[src/rtl/copy_array_host_ctrl_if.sv]
// Bus bundle between copy_array_host_ctrl (slave side) and its environment/core (master side).
// Clocks_Taken exists only when COPY_HOST_CYCLE_COUNT_EN is defined.
interface copy_array_host_ctrl_if #(
  parameter int DW = 4
);
  logic          In_Valid;
  logic [DW-1:0] In_Data;
  logic          In_Ready;
  logic          Out_Valid;
  logic [DW-1:0] Out_Data;
  logic          Out_Ready;
  logic          Core_Start;
  logic          Core_Ack;
  logic          Core_Done;
  logic [3:0]    I;
  logic [DW-1:0] Ms_of_I;
  logic [3:0]    J;
  logic          Ns_of_J_Write;
  logic [DW-1:0] Ns_of_J_Data;
  logic          Busy;
  logic          Timeout_Err;
`ifdef COPY_HOST_CYCLE_COUNT_EN
  logic [7:0]    Clocks_Taken;
`endif

  modport master (
    output In_Valid, In_Data, Out_Ready, Core_Done, I, J, Ns_of_J_Write, Ns_of_J_Data,
`ifdef COPY_HOST_CYCLE_COUNT_EN
    input  Clocks_Taken,
`endif
    input  In_Ready, Out_Valid, Out_Data, Core_Start, Core_Ack, Ms_of_I, Busy, Timeout_Err
  );

  modport slave (
    input  In_Valid, In_Data, Out_Ready, Core_Done, I, J, Ns_of_J_Write, Ns_of_J_Data,
`ifdef COPY_HOST_CYCLE_COUNT_EN
    output Clocks_Taken,
`endif
    output In_Ready, Out_Valid, Out_Data, Core_Start, Core_Ack, Ms_of_I, Busy, Timeout_Err
  );
endinterface

[src/rtl/copy_array_host_ctrl.sv]
// Host/responder for the array-copy core: loads M, sequences Start/Done/Ack, dumps N.
// Optional Clocks_Taken measurement is enabled by defining COPY_HOST_CYCLE_COUNT_EN.
module copy_array_host_ctrl #(
  parameter int DEPTH   = 10,
  parameter int DW      = 4,
  parameter int TIMEOUT = 255
) (
  input  logic                  Clk,
  input  logic                  Reset_n,
  copy_array_host_ctrl_if.slave bus
);

  typedef enum logic [2:0] {
    ST_IDLE  = 3'd0,
    ST_LOAD  = 3'd1,
    ST_START = 3'd2,
    ST_RUN   = 3'd3,
    ST_ACK   = 3'd4,
    ST_DUMP  = 3'd5
  } state_t;

  localparam logic [3:0] LAST_IDX  = 4'(DEPTH - 1);
  localparam logic [7:0] WAIT_LAST = 8'(TIMEOUT - 1);

  function automatic logic [7:0] sat_inc8(input logic [7:0] v);
    return (v == 8'hFF) ? v : (v + 8'd1);
  endfunction

  state_t        state_r, state_s;
  logic [3:0]    k_r, k_s;
  logic [7:0]    wait_r, wait_s;
  logic          timeout_s;
  logic          in_hs_s, out_hs_s;
  logic          in_ready_r, out_valid_r, core_start_r, core_ack_r, busy_r, timeout_err_r;
  logic [DW-1:0] out_data_r, out_data_s, ms_of_i_s;
  logic [DW-1:0] m_mem_r [DEPTH];
  logic [DW-1:0] n_mem_r [DEPTH];

  assign in_hs_s  = bus.In_Valid & in_ready_r;
  assign out_hs_s = out_valid_r & bus.Out_Ready;

  // Next-state, load/dump index and run-wait counter
  always_comb begin
    state_s   = state_r;
    k_s       = k_r;
    wait_s    = wait_r;
    timeout_s = 1'b0;
    case (state_r)
      ST_IDLE: begin
        if (in_hs_s) begin
          state_s = ST_LOAD;
          k_s     = 4'd1;
        end else begin
          k_s     = 4'd0;
        end
      end
      ST_LOAD: begin
        if (in_hs_s && (k_r == LAST_IDX)) begin
          state_s = ST_START;
          k_s     = 4'd0;
        end else if (in_hs_s) begin
          k_s     = k_r + 4'd1;
        end else begin
          k_s     = k_r;
        end
      end
      ST_START: begin
        wait_s  = 8'd0;
        state_s = ST_RUN;
      end
      ST_RUN: begin
        if (bus.Core_Done) begin
          state_s = ST_ACK;
        end else if (wait_r >= WAIT_LAST) begin
          // Ack is still issued so the core is released from its wait
          timeout_s = 1'b1;
          state_s   = ST_ACK;
        end else begin
          wait_s = sat_inc8(wait_r);
        end
      end
      ST_ACK: begin
        state_s = ST_DUMP;
        k_s     = 4'd0;
      end
      ST_DUMP: begin
        if (out_hs_s && (k_r == LAST_IDX)) begin
          state_s = ST_IDLE;
          k_s     = 4'd0;
        end else if (out_hs_s) begin
          k_s     = k_r + 4'd1;
        end else begin
          k_s     = k_r;
        end
      end
      default: begin
        state_s = ST_IDLE;
        k_s     = 4'd0;
      end
    endcase
  end

  // Next dump word: N[k_s], forwarding a same-cycle core write so a late write in ACK shows up
  always_comb begin
    out_data_s = '0;
    for (int e = 0; e < DEPTH; e++) begin
      if (k_s == 4'(e)) begin
        out_data_s = n_mem_r[e];
      end else begin
        out_data_s = out_data_s;
      end
    end
    if (bus.Ns_of_J_Write && (bus.J == k_s)) begin
      out_data_s = bus.Ns_of_J_Data;
    end else begin
      out_data_s = out_data_s;
    end
  end

  // Combinational M read port for the core; out-of-range indices read as zero
  always_comb begin
    ms_of_i_s = '0;
    for (int e = 0; e < DEPTH; e++) begin
      if (bus.I == 4'(e)) begin
        ms_of_i_s = m_mem_r[e];
      end else begin
        ms_of_i_s = ms_of_i_s;
      end
    end
  end

  // State, counters and registered outputs
  always_ff @(posedge Clk or negedge Reset_n) begin
    if (!Reset_n) begin
      state_r       <= ST_IDLE;
      k_r           <= 4'd0;
      wait_r        <= 8'd0;
      in_ready_r    <= 1'b0;
      out_valid_r   <= 1'b0;
      core_start_r  <= 1'b0;
      core_ack_r    <= 1'b0;
      busy_r        <= 1'b0;
      out_data_r    <= '0;
      timeout_err_r <= 1'b0;
    end else begin
      state_r      <= state_s;
      k_r          <= k_s;
      wait_r       <= wait_s;
      in_ready_r   <= (state_s == ST_IDLE) || (state_s == ST_LOAD);
      out_valid_r  <= (state_s == ST_DUMP);
      core_start_r <= (state_s == ST_START);
      core_ack_r   <= (state_s == ST_ACK);
      busy_r       <= (state_s != ST_IDLE);
      // Dump word only advances on entry to DUMP or after a handshake, so it holds under backpressure
      if ((state_s == ST_DUMP) && ((state_r != ST_DUMP) || out_hs_s)) begin
        out_data_r <= out_data_s;
      end else if (state_s != ST_DUMP) begin
        out_data_r <= '0;
      end else begin
        out_data_r <= out_data_r;
      end
      if (timeout_s) begin
        timeout_err_r <= 1'b1;
      end else if ((state_r == ST_IDLE) && in_hs_s) begin
        timeout_err_r <= 1'b0;
      end else begin
        timeout_err_r <= timeout_err_r;
      end
    end
  end

  // M/N storage: no reset; N writes are honoured in every state
  always_ff @(posedge Clk) begin
    for (int e = 0; e < DEPTH; e++) begin
      if (in_hs_s && (k_r == 4'(e))) begin
        m_mem_r[e] <= bus.In_Data;
      end
      if (bus.Ns_of_J_Write && (bus.J == 4'(e))) begin
        n_mem_r[e] <= bus.Ns_of_J_Data;
      end
    end
  end

`ifdef COPY_HOST_CYCLE_COUNT_EN
  logic [7:0] clocks_taken_r;

  // Latch the Run length (Start exclusive, Done cycle inclusive) when entering ACK
  always_ff @(posedge Clk or negedge Reset_n) begin
    if (!Reset_n) begin
      clocks_taken_r <= 8'd0;
    end else if ((state_r == ST_RUN) && (state_s == ST_ACK)) begin
      clocks_taken_r <= sat_inc8(wait_r);
    end else begin
      clocks_taken_r <= clocks_taken_r;
    end
  end

  assign bus.Clocks_Taken = clocks_taken_r;
`endif

  assign bus.In_Ready    = in_ready_r;
  assign bus.Out_Valid   = out_valid_r;
  assign bus.Out_Data    = out_data_r;
  assign bus.Core_Start  = core_start_r;
  assign bus.Core_Ack    = core_ack_r;
  assign bus.Busy        = busy_r;
  assign bus.Timeout_Err = timeout_err_r;
  assign bus.Ms_of_I     = ms_of_i_s;

endmodule

[src/flat_wrapper.sv]
// flat-port wrapper written by rule: the top's interface ports become plain ports
module copy_array_host_ctrl_flat 
#(
  parameter int DEPTH   = 10,
  parameter int DW      = 4,
  parameter int TIMEOUT = 255
)
  (Clk, Reset_n, bus_In_Valid, bus_In_Data, bus_Out_Ready, bus_Core_Done, bus_I, bus_J, bus_Ns_of_J_Write, bus_Ns_of_J_Data, bus_In_Ready, bus_Out_Valid, bus_Out_Data, bus_Core_Start, bus_Core_Ack, bus_Ms_of_I, bus_Busy, bus_Timeout_Err);
  copy_array_host_ctrl_if #(.DW(DW)) bus_i ();
  input  logic Clk;
  input  logic Reset_n;
  input wire logic [$bits(bus_i.In_Valid)-1:0] bus_In_Valid;
  input wire logic [$bits(bus_i.In_Data)-1:0] bus_In_Data;
  input wire logic [$bits(bus_i.Out_Ready)-1:0] bus_Out_Ready;
  input wire logic [$bits(bus_i.Core_Done)-1:0] bus_Core_Done;
  input wire logic [$bits(bus_i.I)-1:0] bus_I;
  input wire logic [$bits(bus_i.J)-1:0] bus_J;
  input wire logic [$bits(bus_i.Ns_of_J_Write)-1:0] bus_Ns_of_J_Write;
  input wire logic [$bits(bus_i.Ns_of_J_Data)-1:0] bus_Ns_of_J_Data;
  output wire logic [$bits(bus_i.In_Ready)-1:0] bus_In_Ready;
  output wire logic [$bits(bus_i.Out_Valid)-1:0] bus_Out_Valid;
  output wire logic [$bits(bus_i.Out_Data)-1:0] bus_Out_Data;
  output wire logic [$bits(bus_i.Core_Start)-1:0] bus_Core_Start;
  output wire logic [$bits(bus_i.Core_Ack)-1:0] bus_Core_Ack;
  output wire logic [$bits(bus_i.Ms_of_I)-1:0] bus_Ms_of_I;
  output wire logic [$bits(bus_i.Busy)-1:0] bus_Busy;
  output wire logic [$bits(bus_i.Timeout_Err)-1:0] bus_Timeout_Err;
  assign bus_i.In_Valid = bus_In_Valid;
  assign bus_i.In_Data = bus_In_Data;
  assign bus_i.Out_Ready = bus_Out_Ready;
  assign bus_i.Core_Done = bus_Core_Done;
  assign bus_i.I = bus_I;
  assign bus_i.J = bus_J;
  assign bus_i.Ns_of_J_Write = bus_Ns_of_J_Write;
  assign bus_i.Ns_of_J_Data = bus_Ns_of_J_Data;
  assign bus_In_Ready = bus_i.In_Ready;
  assign bus_Out_Valid = bus_i.Out_Valid;
  assign bus_Out_Data = bus_i.Out_Data;
  assign bus_Core_Start = bus_i.Core_Start;
  assign bus_Core_Ack = bus_i.Core_Ack;
  assign bus_Ms_of_I = bus_i.Ms_of_I;
  assign bus_Busy = bus_i.Busy;
  assign bus_Timeout_Err = bus_i.Timeout_Err;
  copy_array_host_ctrl #(.DEPTH(DEPTH), .DW(DW), .TIMEOUT(TIMEOUT)) u_core (.Clk(Clk), .Reset_n(Reset_n), .bus(bus_i));
endmodule
[config.mk]
export PLATFORM = sky130hd
export DESIGN_NAME = copy_array_host_ctrl_flat
export DESIGN_NICKNAME = d
export VERILOG_FILES = /design/src/rtl/copy_array_host_ctrl_if.sv /design/src/rtl/copy_array_host_ctrl.sv /design/src/flat_wrapper.sv
export SDC_FILE = /design/constraint.sdc
export NUM_CORES = 1
export LEC_CHECK = 0
export ABC_AREA = 1
export CAP_MARGIN = 10
export CORE_AREA = 2 2 100 102
export CTS_CLUSTER_DIAMETER = 200
export DETAILED_ROUTE_END_ITERATION = 10
export DIE_AREA = 0 0 102 104
export GPL_TIMING_DRIVEN = 1
export HOLD_SLACK_MARGIN = 0.05
export MAX_ROUTING_LAYER = met4
export PLACE_DENSITY_LB_ADDON = 0.2
export SETUP_SLACK_MARGIN = 0.15
export SLEW_MARGIN = 10
export SYNTH_ARGS = -nofsm -noshare
export SYNTH_HDL_FRONTEND = slang
export SYNTH_SLANG_ARGS = --single-unit
[constraint.sdc]
create_clock -name Clk -period 1.9 [get_ports Clk]
set_input_delay 0.475 -clock Clk [delete_from_list [all_inputs] [get_ports Clk]]
set_output_delay 0.475 -clock Clk [all_outputs]
set_load 0.01 [all_outputs]
* After elaboration in Yosys (flattened, before gate mapping)
Memories as Yosys holds them, arrays and structs flattened.
Index checks and enable logic that the tools add are counted.
** Word-level totals
- Flip-flop bits (word level) :: 25
- Output and inout bits :: 14
- Input port bits :: 22
- Memories :: 2
- RAM bits :: 80
- Word-level logic and storage cells :: 263
** Operators by class
- Add/sub/neg operators :: 2
- Bitwise operators :: 2
- Order comparisons :: 1
- Reduce and logical (&&, ||, !) cells :: 56
- Equality and inequality tests :: 52
- Muxes and demuxes :: 138
** Memories
- u_core.m_mem_r :: words 10, bits a word 4, read ports 10, clocked after memory_dff 0, write ports 1, RTL line copy_array_host_ctrl.sv:36 : logic [DW-1:0] m_mem_r [DEPTH];
- u_core.n_mem_r :: words 10, bits a word 4, read ports 10, clocked after memory_dff 0, write ports 1, RTL line copy_array_host_ctrl.sv:37 : logic [DW-1:0] n_mem_r [DEPTH];
** Operators by type and width (number)
- 4-bit 2-to-1 mux :: 63
- 4-bit OR reduction :: 18
- 4-bit by 3-bit equality test with 1-bit output (second input constant) :: 16
- 1-bit 2-to-1 mux :: 64
- 4-bit by 2-bit equality test with 1-bit output (second input constant) :: 8
- 4-bit equality test (second input constant) :: 8
- 1-bit logical AND :: 24
- 8-bit 2-to-1 mux :: 3
- 3-bit one-hot mux with 6 select lines :: 1
- 4-bit by 1-bit equality test with 1-bit output (second input constant) :: 4
- 4-bit zero test :: 4
- 4-bit one-hot mux with 4 select lines :: 1
- 8-bit one-hot mux with 2 select lines :: 1
- 3-bit 2-to-1 mux :: 5
- 3-bit equality test (second input constant) :: 4
- 3-bit by 2-bit equality test with 1-bit output (second input constant) :: 3
- 8-bit by 1-bit adder with 8-bit output (second input constant) :: 1
- 8-bit equality test (second input constant) :: 1
- 8-bit greater-or-equal comparator (second input constant) :: 1
- 3-bit by 1-bit equality test with 1-bit output (second input constant) :: 2
- 3-bit zero test :: 2
- 2-bit != test (second input constant) :: 3
- 3-bit != test (second input constant) :: 2
- 2-bit nonzero test :: 3
- 7 further kinds :: 9

* Longest topological paths before layout
- Word-level depth :: 17
- Mapped depth :: 17
- Mapped depth without buffers :: 17

* Worst setup path before layout
OpenSTA, ideal clock, no wires.
- Path kind :: register -> register
- Start :: register u_core.k_r[1]
- End :: register u_core.out_data_r[0], in the netlist u_core.bus.Out_Data[0]
- Path buffers :: 0
- Cell stages (with the launch flop) :: 15
- Data required time :: 1.784 ns
- Setup slack :: -0.236 ns
- Data arrival time :: 2.020 ns
- Library setup time :: 0.116 ns
- Clock period less this slack :: 2.136 ns
- Cell sequence :: dfrtp_1 > inv_1 > ha_1 > nand3_2 > nor2_8 > nor2_8 > nand2_4 > nand3_4 > xor2_1 > nor3_4 > nand2_2 > o21ai_1 > inv_1 > nand2_1 > nand2_1
** Between the ends
- Cells in the longest elaborated chain, start to end :: 17
- Elaborated cells between the ends (all ways) :: 40
- Classes of those cells :: add/sub: 1; eq/ne: 13; mux: 20; reduce/logical: 6
** Ends and longest elaborated chain
- from (decl) :: RTL line copy_array_host_ctrl.sv:30 : logic [3:0] k_r, k_s;
- from (signal assigned) :: RTL line copy_array_host_ctrl.sv:147 : k_r <= k_s;
- 4-bit equality test * :: RTL line copy_array_host_ctrl.sv:58, copy_array_host_ctrl.sv:87
- 1-bit logical AND, on equally long branches :: RTL line copy_array_host_ctrl.sv:87, copy_array_host_ctrl.sv:58
- 4-bit 2-to-1 mux, on equally long branches :: RTL line copy_array_host_ctrl.sv:87, copy_array_host_ctrl.sv:58
- 4-bit one-hot mux with 4 select lines * :: RTL line copy_array_host_ctrl.sv:48 : case (state_r)
- net u_core.k_s[0] :: RTL line copy_array_host_ctrl.sv:30
- 4-bit zero test :: RTL line copy_array_host_ctrl.sv:107 : if (k_s == 4'(e)) begin
- 4-bit 2-to-1 mux (10 in a row) :: RTL line copy_array_host_ctrl.sv:107
- 4-bit 2-to-1 mux * :: RTL line copy_array_host_ctrl.sv:113 : if (bus.Ns_of_J_Write && (bus.J == k_s)) begin
- 4-bit 2-to-1 mux * :: RTL line copy_array_host_ctrl.sv:155 : if ((state_s == ST_DUMP) && ((state_r != ST_DUMP) || out_hs_s)) begin
- to (signal assigned) :: RTL line copy_array_host_ctrl.sv:156 : out_data_r <= out_data_s;
- to (signal assigned) :: RTL line copy_array_host_ctrl.sv:160 : out_data_r <= out_data_r;
- to (decl) :: RTL line copy_array_host_ctrl.sv:35 : logic [DW-1:0] out_data_r, out_data_s, ms_of_i_s;
Mark *: on every way through the listed nets, which the timed path passes. The rest lies on a longest branch.
A chain may end at the register's enable or synchronous reset.

* Worst setup path after layout
- Start :: register u_core.k_r[1]
- End :: register u_core.out_data_r[3], in the netlist u_core.bus.Out_Data[3]
The elaborated chain is that of the path after synthesis.

==> metrics <==
ratio of cells with drive above 1 in the final layout 35.3%; synthesized flop and latch total 105; total core area 9550 sq um; overall routed net length 11100 um; multiplexer share of the synthesized area 0.203%; Adder-Cell Fraction of Synth Area 1.52%; height of the die 104 um; leading post-synthesis cells by cell area sky130_fd_sc_hd__edfxtp_1, sky130_fd_sc_hd__dfrtp_1, sky130_fd_sc_hd__nand2_1, sky130_fd_sc_hd__nand3_1, sky130_fd_sc_hd__nor2_1; hold buffers post-CTS 0; violated checks setup timing; Crit Path Max Fanout 9; Synth area leader sky130_fd_sc_hd__edfxtp_1; number of different library cells in the post-synthesis netlist 36; final hold violations 0; simple-gate area share of the yosys netlist 27.7%; max cap viols 0; Power Density 1240 nW/um^2; number of endpoints failing setup at the final stage 10; CP endpoint kind flip-flop; number of enable flip-flop cells after synthesis 80; highest clock rate 441 MHz; vias per cell 5.10; kind of start point of the critical path flip-flop; Hold WC Path Type input port to async pin; first-pass GRT wire length 18200 um; aggregate negative setup slack -2.43 ns; wire length per cell after detailed routing 14.7 um; Die Outline Area 10600 sq um; register clock-pin slew on the reported worst setup and hold paths 0.10 ns; count of yosys warnings during synthesis 0; maximum count of clock buffers along a single path 2; number of nets in the layout 643; antenna violations before repair 0; number of instances in the placed design 722; antenna-violating nets left 0; share of Yosys cell area claimed by the top area cell type 48.7%; compound-gate portion of the synthesized area 3.60%; count of clock tree sinks 105; Synth-to-Final Area Change 35.7%; parity-gate share of the synthesized area counting xor and xnor cells 1.07%; clock period minus worst slack 2.27 ns; net switching share of the total power 38.7%; Worst Path Required 2.17 ns; Net Count, Synth 497; Worst Path Class, Setup flip-flop to flip-flop; combinational share of power 46.9%; maximum number of pins on one net before global-route repair 26; via count of the first global-routing pass 3985; DPL Wire Length 8140 um; clock tree from TritonCTS yes; ratio of final minimum period to clock period 119%; clock buffers created by TritonCTS 9; effective utilization at floorplan 51.6%; sequential cell area fraction in the yosys report 61.4%; post-placement setup slack -1.06 ns; first-pass iteration count of the detailed router 4; slew at the pin with the worst max-slew slack 0.489 ns; clock network power share 17.0%; ports placed on the boundary 36; detailed-route DRC error count 0; cell-internal power 5.08 mW; Fin Clk Skew 0.0137 ns; mean instance size in the synthesized netlist 10.5 sq um; Arr. time, crit path 2.54 ns; number of input and output port buffers inserted 35; main combinational cell family by area after synthesis simple AND/OR/NAND/NOR gates; antenna diode count 0; status finished with violations; most instantiated flip-flop cell in the synthesis netlist sky130_fd_sc_hd__edfxtp_1; drt initial violations 197; Chip Width 102 um; filler-free cell count of the finished design 753; max_slew headroom 67.2%; power spent charging and discharging nets 3.20 mW; root buf cell sky130_fd_sc_hd__clkbuf_8; total congestion overflow 0; depth of the CTS H-tree 3; setup repair after global routing missed its margin true; Post-Syn Instances 469; final slew viol count 0; weighted congestion at the end of routability-driven global placement 0.895; GRT Total Usage 22.7%; proportion of power drawn by flip-flops and latches 36.1%; share of synthesized registers carrying an async set or reset 23.8%; source-to-sink clock delay at the later pin of the worst-skew pair 0.37 ns; Cell Area, Synth 4930 sq um; peak supply drop 0.000722 V; Final WS setup -0.368 ns; Rows 36; leakage power total 2.90 nW; via count 3837
-- cells by family (layout without fill, tap and decap cells) --
group,after synthesis,after routing
simple gates,267,268
flops,105,105
buf+inv,56,206
compound gates,28,28
fa+ha+maj,6,6
xor+xnor,6,6
mux,1,1
-- path summary, 6_finish.rpt --
kind	startpoint	to	slack [ns]	cells past startpoint
min	Reset_n	u_core.wait_r[4]$_DFFE_PN0P_	0.46	2
max in group asynchronous	Reset_n	u_core.bus.In_Ready$_DFF_PN0_	1.17	2
max reg2reg	u_core.k_r[1]$_DFF_PN0_	u_core.bus.Out_Data[3]$_DFFE_PN0P_	-0.37	17
max	u_core.k_r[1]$_DFF_PN0_	u_core.bus.Out_Data[3]$_DFFE_PN0P_	-0.37	17
min reg2reg	u_core.bus.Out_Data[2]$_DFFE_PN0P_	u_core.bus.Out_Data[2]$_DFFE_PN0P_	0.49	2
min in group Clk	u_core.bus.Out_Data[2]$_DFFE_PN0P_	u_core.bus.Out_Data[2]$_DFFE_PN0P_	0.49	2
-- registers in the layout (all words and copies together), names as in the netlist, 3 cells and up --
name / count
u_core.m_mem_r: 40
u_core.k_r: 4
u_core.wait_r: 8
u_core.bus.Out_Data: 4
u_core.state_r: 3
u_core.n_mem_r: 40
-- power by group through the flow --
stage / Combinational (mW) / Clock, mW / Sequential [mW]
finish: 3.88 / 1.41 / 2.99
global route: 4.27 / 1.53 / 3.01
CTS: 3.62 / 1.44 / 2.97
detailed placement: 3.47 / 0 / 3.02
global placement: 3.38 / 0 / 3.01
floorplan: 2.05 / 0 / 3.02
-- stage by stage --
step	area (sq um)	hold slack (ns)	power, mW	util [%]
floorplan	5040	0.179	5.07	-
global placement	6190	0.475	6.39	64.8
detailed placement	6190	0.464	6.49	64.8
CTS	6500	0.443	8.03	68.1
global route	6690	0.474	8.81	70.0
finish	6690	0.463	8.28	70.0
-- layout make-up --
cell class | instances | area [sq um]
clock buffers | 11 | 141
clock inverters | 5 | 62.6
fillers | 711 | 2860
inverters | 55 | 219
multi-input cells | 309 | 1960
flip-flops and latches | 105 | 3030
well taps | 133 | 166
repair buffers | 135 | 1110
-- cell usage after synthesis, types with 2 or more instances --
cell type / n
sky130_fd_sc_hd__a21boi_0: 3
sky130_fd_sc_hd__a21oi_1: 3
sky130_fd_sc_hd__a221oi_1: 5
sky130_fd_sc_hd__dfrtp_1: 25
sky130_fd_sc_hd__edfxtp_1: 80
sky130_fd_sc_hd__ha_1: 6
sky130_fd_sc_hd__inv_1: 49
sky130_fd_sc_hd__inv_2: 6
sky130_fd_sc_hd__nand2_1: 101
sky130_fd_sc_hd__nand2_2: 7
sky130_fd_sc_hd__nand2_4: 3
sky130_fd_sc_hd__nand3_1: 48
sky130_fd_sc_hd__nand3_2: 6
sky130_fd_sc_hd__nand3_4: 2
sky130_fd_sc_hd__nand3b_1: 3
sky130_fd_sc_hd__nand4_1: 13
sky130_fd_sc_hd__nor2_1: 53
sky130_fd_sc_hd__nor2_2: 4
sky130_fd_sc_hd__nor2_4: 5
sky130_fd_sc_hd__nor2_8: 3
sky130_fd_sc_hd__nor3_1: 12
sky130_fd_sc_hd__o21ai_0: 9
sky130_fd_sc_hd__o21ai_1: 4
sky130_fd_sc_hd__or2_0: 3
sky130_fd_sc_hd__xor2_1: 5
-- per-layer routing --
layer	track usage, %	routed length [um]	share of wire [%]
met1	28.0	4680	42
met2	36.1	5790	52
met3	4.23	341	3.1
met4	10.9	266	2.4
met5	-	0	0
-- placed cells by master, fill, tap and decap left out, drive strengths merged, types with 7 or more instances in the layout --
| cell type | instances |
|---|---|
| nor3 | 13 |
| clkbuf | 11 |
| clkdlybuf4s50 | 16 |
| dfrtp | 25 |
| nor2 | 66 |
| inv | 56 |
| nand3 | 56 |
| nand2 | 111 |
| o21ai | 13 |
| nand4 | 13 |
| dlygate4sd2 | 7 |
| edfxtp | 80 |
| buf | 108 |
-- critical path: stages (launching register included) --
cell                      delay (ns)
sky130_fd_sc_hd__dfrtp_1        0.42
sky130_fd_sc_hd__inv_2          0.10
sky130_fd_sc_hd__ha_4           0.15
sky130_fd_sc_hd__nand3_2        0.10
sky130_fd_sc_hd__nor2_4         0.13
sky130_fd_sc_hd__nor2_4         0.07
sky130_fd_sc_hd__nand2_2        0.08
sky130_fd_sc_hd__nand3_4        0.18
sky130_fd_sc_hd__inv_4          0.14
sky130_fd_sc_hd__nor2_8         0.05
sky130_fd_sc_hd__nand3_1        0.08
sky130_fd_sc_hd__nand2_1        0.06
sky130_fd_sc_hd__nor2_1         0.10
sky130_fd_sc_hd__nand4_1        0.11
sky130_fd_sc_hd__nand2_1        0.09
sky130_fd_sc_hd__nand4_1        0.12
sky130_fd_sc_hd__nand2_1        0.11
sky130_fd_sc_hd__nand2_1        0.05
-- timing repair --
action | 4_1_cts | 5_1_grt
buffers inserted | 8 | 6
endpoints found under the setup margin | 21 | 25
pin swaps | 24 | 25
resized for setup | 70 | 34
cloned | 1 | 0
Note: power is estimated with default switching activity, not from simulation.
